===== src/rtl/serial_adder_ctrl_pkg.sv =====
// -----------------------------------------------------------------------------
// serial_adder_ctrl_pkg
//   Shared definitions for the bit-serial adder sequencer:
//     - DEFAULT_WIDTH : default operand/sum width
//     - state_t       : FSM state encoding (IDLE=0, RUN=1, DONE=2; 3 is unused)
//     - accepts_start : states in which a new start request is taken
// -----------------------------------------------------------------------------
package serial_adder_ctrl_pkg;

  localparam int DEFAULT_WIDTH = 8;

  typedef enum logic [1:0] {
    ST_IDLE   = 2'd0,
    ST_RUN    = 2'd1,
    ST_DONE   = 2'd2,
    ST_UNUSED = 2'd3
  } state_t;

  // A new addition may begin from IDLE, or from DONE for back-to-back issue.
  function automatic logic accepts_start(input state_t s);
    return (s == ST_IDLE) || (s == ST_DONE);
  endfunction

endpackage


===== src/rtl/serial_fa_bit.sv =====
// -----------------------------------------------------------------------------
// serial_fa_bit
//   Purely combinational 1-bit full adder, shared by every bit position of the
//   serial addition.
//   Ports:
//     a, b, cin : input bits
//     sum       : a ^ b ^ cin
//     cout      : majority(a, b, cin)
// -----------------------------------------------------------------------------
module serial_fa_bit (
  input  logic a,
  input  logic b,
  input  logic cin,
  output logic sum,
  output logic cout
);

  assign sum  = a ^ b ^ cin;
  assign cout = (a & b) | (a & cin) | (b & cin);

endmodule


===== src/rtl/serial_adder_ctrl.sv =====
// -----------------------------------------------------------------------------
// serial_adder_ctrl
//   Bit-serial adder sequencer. Computes {cout, sum} = a + b + cin one bit per
//   clock, LSB first, reusing a single full-adder cell WIDTH times.
//   Ports:
//     clk   : system clock, rising edge
//     rst   : synchronous active-high reset
//     start : begin an addition (honoured only in IDLE or DONE)
//     a, b  : WIDTH-bit operands, latched when start is accepted
//     cin   : carry-in, latched when start is accepted
//     busy  : high while the addition is running
//     done  : one-cycle pulse when sum/cout become valid
//     sum   : result, held from done until the next completed addition
//     cout  : final carry-out, same validity as sum
// -----------------------------------------------------------------------------
module serial_adder_ctrl
  import serial_adder_ctrl_pkg::*;
#(
  parameter int WIDTH = DEFAULT_WIDTH,
  parameter int CNT_W = $clog2(WIDTH)
) (
  input  logic             clk,
  input  logic             rst,
  input  logic             start,
  input  logic [WIDTH-1:0] a,
  input  logic [WIDTH-1:0] b,
  input  logic             cin,
  output logic             busy,
  output logic             done,
  output logic [WIDTH-1:0] sum,
  output logic             cout
);

  state_t             state_q, state_d;
  logic [CNT_W-1:0]   cnt_q,   cnt_d;
  logic               carry_q, carry_d;
  logic [WIDTH-1:0]   a_q,     a_d;
  logic [WIDTH-1:0]   b_q,     b_d;
  logic [WIDTH-1:0]   res_q,   res_d;
  logic [WIDTH-1:0]   sum_q,   sum_d;
  logic               cout_q,  cout_d;
  logic               busy_q,  busy_d;
  logic               done_q,  done_d;

  logic               fa_s;
  logic               fa_c;
  logic               last_bit;
  logic [WIDTH-1:0]   res_next;

  // The single shared cell always sees the current LSBs and running carry.
  serial_fa_bit u_fa (
    .a    (a_q[0]),
    .b    (b_q[0]),
    .cin  (carry_q),
    .sum  (fa_s),
    .cout (fa_c)
  );

  assign last_bit = (cnt_q == CNT_W'(WIDTH - 1));
  // Result bits enter at the MSB so that after WIDTH shifts bit 0 sits at LSB.
  assign res_next = {fa_s, res_q[WIDTH-1:1]};

  always_comb begin
    state_d = state_q;
    cnt_d   = cnt_q;
    carry_d = carry_q;
    a_d     = a_q;
    b_d     = b_q;
    res_d   = res_q;
    sum_d   = sum_q;
    cout_d  = cout_q;
    busy_d  = 1'b0;
    done_d  = 1'b0;

    case (state_q)
      ST_IDLE, ST_DONE: begin
        if (start && accepts_start(state_q)) begin
          a_d     = a;
          b_d     = b;
          carry_d = cin;
          cnt_d   = '0;
          state_d = ST_RUN;
          busy_d  = 1'b1;
        end else begin
          state_d = ST_IDLE;
        end
      end

      ST_RUN: begin
        carry_d = fa_c;
        a_d     = a_q >> 1;
        b_d     = b_q >> 1;
        res_d   = res_next;
        cnt_d   = cnt_q + CNT_W'(1);
        if (last_bit) begin
          // Publish the completed result directly so sum/cout are valid in
          // the same cycle done is high.
          state_d = ST_DONE;
          done_d  = 1'b1;
          sum_d   = res_next;
          cout_d  = fa_c;
        end else begin
          busy_d  = 1'b1;
        end
      end

      default: begin
        state_d = ST_IDLE;
      end
    endcase
  end

  always_ff @(posedge clk) begin
    if (rst) begin
      state_q <= ST_IDLE;
      cnt_q   <= '0;
      carry_q <= 1'b0;
      a_q     <= '0;
      b_q     <= '0;
      res_q   <= '0;
      sum_q   <= '0;
      cout_q  <= 1'b0;
      busy_q  <= 1'b0;
      done_q  <= 1'b0;
    end else begin
      state_q <= state_d;
      cnt_q   <= cnt_d;
      carry_q <= carry_d;
      a_q     <= a_d;
      b_q     <= b_d;
      res_q   <= res_d;
      sum_q   <= sum_d;
      cout_q  <= cout_d;
      busy_q  <= busy_d;
      done_q  <= done_d;
    end
  end

  assign busy = busy_q;
  assign done = done_q;
  assign sum  = sum_q;
  assign cout = cout_q;

endmodule


===== config.mk =====
export PLATFORM = sky130hd
export DESIGN_NAME = serial_adder_ctrl
export DESIGN_NICKNAME = d
export VERILOG_FILES = /design/src/rtl/serial_adder_ctrl_pkg.sv /design/src/rtl/serial_fa_bit.sv /design/src/rtl/serial_adder_ctrl.sv
export SDC_FILE = /design/constraint.sdc
export NUM_CORES = 1
export LEC_CHECK = 0
export ABC_CLOCK_PERIOD_IN_PS = 2250
export CORE_MARGIN = 1.5
export CORE_UTILIZATION = 43
export DETAILED_ROUTE_END_ITERATION = 7
export GPL_TIMING_DRIVEN = 0
export PLACE_DENSITY = 0.72
export SYNTH_ARGS = -nofsm -noshare
export SYNTH_HDL_FRONTEND = slang
export SYNTH_SLANG_ARGS = --single-unit
export TNS_END_PERCENT = 50

===== constraint.sdc =====
create_clock -name clk -period 2.25 [get_ports clk]
set_input_delay 0.3375 -clock clk [delete_from_list [all_inputs] [get_ports clk]]
set_output_delay 0.3375 -clock clk [all_outputs]
set_load 0.005 [all_outputs]

==> summary.md <==
| Metric | Value |
|---|---|
| Status | `completed` |
| CTS Root Cell | `clkbuf_8` |
| Post-synth EDFFs | `0` |
| Crit path arrival time | `1850 ps` |
| Switching part of the total | `25.4%` |
| Routed wire per std cell | `13.8 um` |
| Worst R2R Path Depth | `6` |
| DRT antenna net count | `0` |
| Top post-synthesis cells by area | `dfxtp_1 (46%), nor3_2 (14%), nand2_1 (5.8%)` |
| CTS buffer count | `5` |
| Max-slew headroom | `55.9%` |
| Max Buffers Root-to-Sink | `2` |
| Clk slew on worst S/H paths | `80 ps` |
| Clock Power Share | `36.7%` |
| Post-route setup TNS | `0 ps` |
| Crit Path Category | `register to register` |
| Vias | `1383` |
| Fin nets | `237` |
| First DRT Iteration DRCs | `77` |
| Worst min path class | `input port to register` |
| Max_cap viols | `0` |
| Met3 usage | `4.05%` |
| Met1 GRT Util | `23.7%` |
| Global Route met2 Usage | `roughly 30%` |
| Largest family of logic cells by synthesized area | `simple AND/OR/NAND/NOR gates` |
| Busiest layer in global routing | `met2` |
| Critical path capture point type | `register` |
| Max-slew violations | `0` |
| Layout overhead on the synthesized area | `26.5%` |
| VDD IR max | `0.403 mV` |
| Ports | `31` |
| Layout cells sized above 1 | `27.9%` |
| Die width | `66.7 um` |
| CP max FO | `10` |
| Synth Area in Adders | `around 2.6%` |
| P_int | `0.00119 W` |
| Compound-Gate Fraction of Synth Area | `13.5%` |
| TritonCTS clock tree | `built` |
| F_max | `618 MHz` |
| Period minus WS final | `1620 ps` |
| Vias per cell | `about 5.3` |
| P_leak | `0.752 nW` |
| WP data required | `2480 ps` |
| Slew @ Worst Pin | `661 ps` |
| Final worst-path cycle share | `72.0%` |
| Post-synthesis instance total | `178` |
| Remaining Overflow, GRT | `0` |
| Final-report hold violation count | `0` |
| Kind of start point of the critical path | `register` |
| Logic gate share of total power | `approximately 15%` |
| First-pass GRT wire length | `6250 um` |
| Final setup viols | `0` |
| Synth Register Bits | `40` |
| Pwr Total | `0.00160 W` |
| DRC | `0` |
| Hold path cells | `2` |
| Row count | `22` |
| CTS H-tree lvls | `2` |
| Core Region | `0.00377 mm^2` |
| Pre-Repair DR Iteration Count | `4` |
| Post-cts repair resize count | `0` |
| Total setup buffers inserted after CTS | `0` |
| Die area | `about 0.0045 mm^2` |
| Synth area leader | `dfxtp_1` |
| Psw | `0.000406 W` |
| Syn nets | `about 200` |
| Initial antenna violation count | `0` |
| Cts hold-fix bufs | `0` |
| Pwr Density | `724 mW/mm^2` |
| Initial Utilization | `46.3%` |
| Top-count cell post-synth | `dfxtp_1` |
| Warnings from Yosys | `0` |
| Top-area cell type share of the netlist area | `a little under half` |
| Post-synthesis sequential area ratio | `45.9%` |
| Xor/xnor share of the synthesized area | `0%` |
| Vias in the first global route | `1385` |
| GP Congestion | `0.796` |
| Hpwl dp | `2620 um` |
| Clk_lat worst skew | `300 ps` |
| # port buffers | `29` |
| Seq pwr share | `48.4%` |
| Die Span Y | `between 60 and 70 um` |
| Total Routing Usage GR | `a little under a fifth` |
| Clk_skew | `approximately 6.1 ps` |
| Simple-gate portion of the synthesized area | `30.8%` |
| Largest net degree at the start of global routing | `14` |
| Top cells by count, synth | `dfxtp_1 (40), nand2_1 (27), nor3_2 (24), o22ai_1 (15), a21oi_1 (13)` |
| Antenna Cells | `0` |
| Clock sink count | `40` |
| Asr flop ratio synth | `0%` |
| RSZ-0062 raised after global routing | `no` |
| Synthesized area | `0.00175 mm^2` |
| Mux contribution to synthesized area | `0%` |
| Number of distinct library cells after synthesis | `22` |
| Mean Syn Cell Area | `9.81 um^2` |
| Fill cells | `321` |
| DRT Wirelength | `between 3000 and 4000 um` |
| Top FF cell, synth | `dfxtp_1` |
[final timing paths]
| kind | startpoint | to | slack [ps] |
|---|---|---|---|
| hold reg to reg | res_q[1] | sum[0] | 470 |
| hold / removal | rst | state_q[0] | 420 |
| setup / recovery | cnt_q[0] | sum[4] | 630 |
| setup reg to reg | cnt_q[0] | sum[4] | 630 |
[placed cells by master (no fill, tap or decap), drive strengths merged]
cell	instances
buf	14
clkinv	1
ha	2
o21a	1
o22ai	15
dfxtp	40
nor2b	1
fa	1
and2b	1
clkinvlp	1
nand2b	3
nor2	4
nor3	30
a21oi	21
bufinv	1
nand3b	1
nand3	14
clkbuf	8
clkdlybuf4s50	29
nand2	27
[final cells by class]
class | count | area, um^2 | area share (%)
multi-input combinational | 121 | 818 | 37.1
sequential | 40 | 801 | 36.3
timing repair buffer | 29 | 290 | 13.2
buffer | 17 | 126 | 5.73
clock buffer | 5 | 68.8 | 3.12
tap | 48 | 60.1 | 2.72
clock inverter | 3 | 42.5 | 1.93
[registers in the layout, summed over array words and instances, names as in the netlist]
name     cells
a_q          8
cout         1
state_q      2
sum          8
cnt_q        3
busy         1
b_q          8
res_q        7
carry_q      1
done         1
[power by group through the flow]
stage / Combinational (W) / Sequential, W / Clock [W]
finish: 0.000238 / 0.000773 / 0.000586
global route: 0.000263 / 0.000778 / 0.000619
CTS: 0.000240 / 0.000773 / 0.000589
detailed placement: 0.000239 / 0.000789 / 0
global placement: 0.000232 / 0.000788 / 0
floorplan: 0.000171 / 0.000783 / 0
[per-layer routing]
layer  routed length, um  part of all wire [%]
met3                 111                   3.1
met5                   0                     0
met4                  61                   1.7
met1                1740                    48
met2                1720                    47
[critical path, cell delays in order (launching register included)]
cell	delay, ps
dfxtp_1	330
ha_1	200
ha_1	190
nand3b_1	110
clkbuf_1	390
nand2_1	160
a21oi_2	160
[logic make-up (layout without fill, tap and decap cells)]
family,after synthesis,after routing
compound gates,37,37
fa+ha+maj,3,3
buf+inv,17,54
flops,40,40
simple gates,81,81
[through the flow]
step / worst slack, ps / hold slack, ps / utilization (%) / cell area, um^2 / std cells
2_1_floorplan: 939 / 439 / - / 1750 / 178
3_3_place_gp: 691 / 449 / 55.6 / 2100 / 255
3_5_place_dp: 660 / 459 / 55.6 / 2100 / 255
4_1_cts: 631 / 426 / 58.5 / 2210 / 263
5_1_grt: 502 / 474 / 58.5 / 2210 / 263
6_report: 631 / 418 / 58.5 / 2210 / 263
Note: power is estimated with default switching activity, not from simulation.
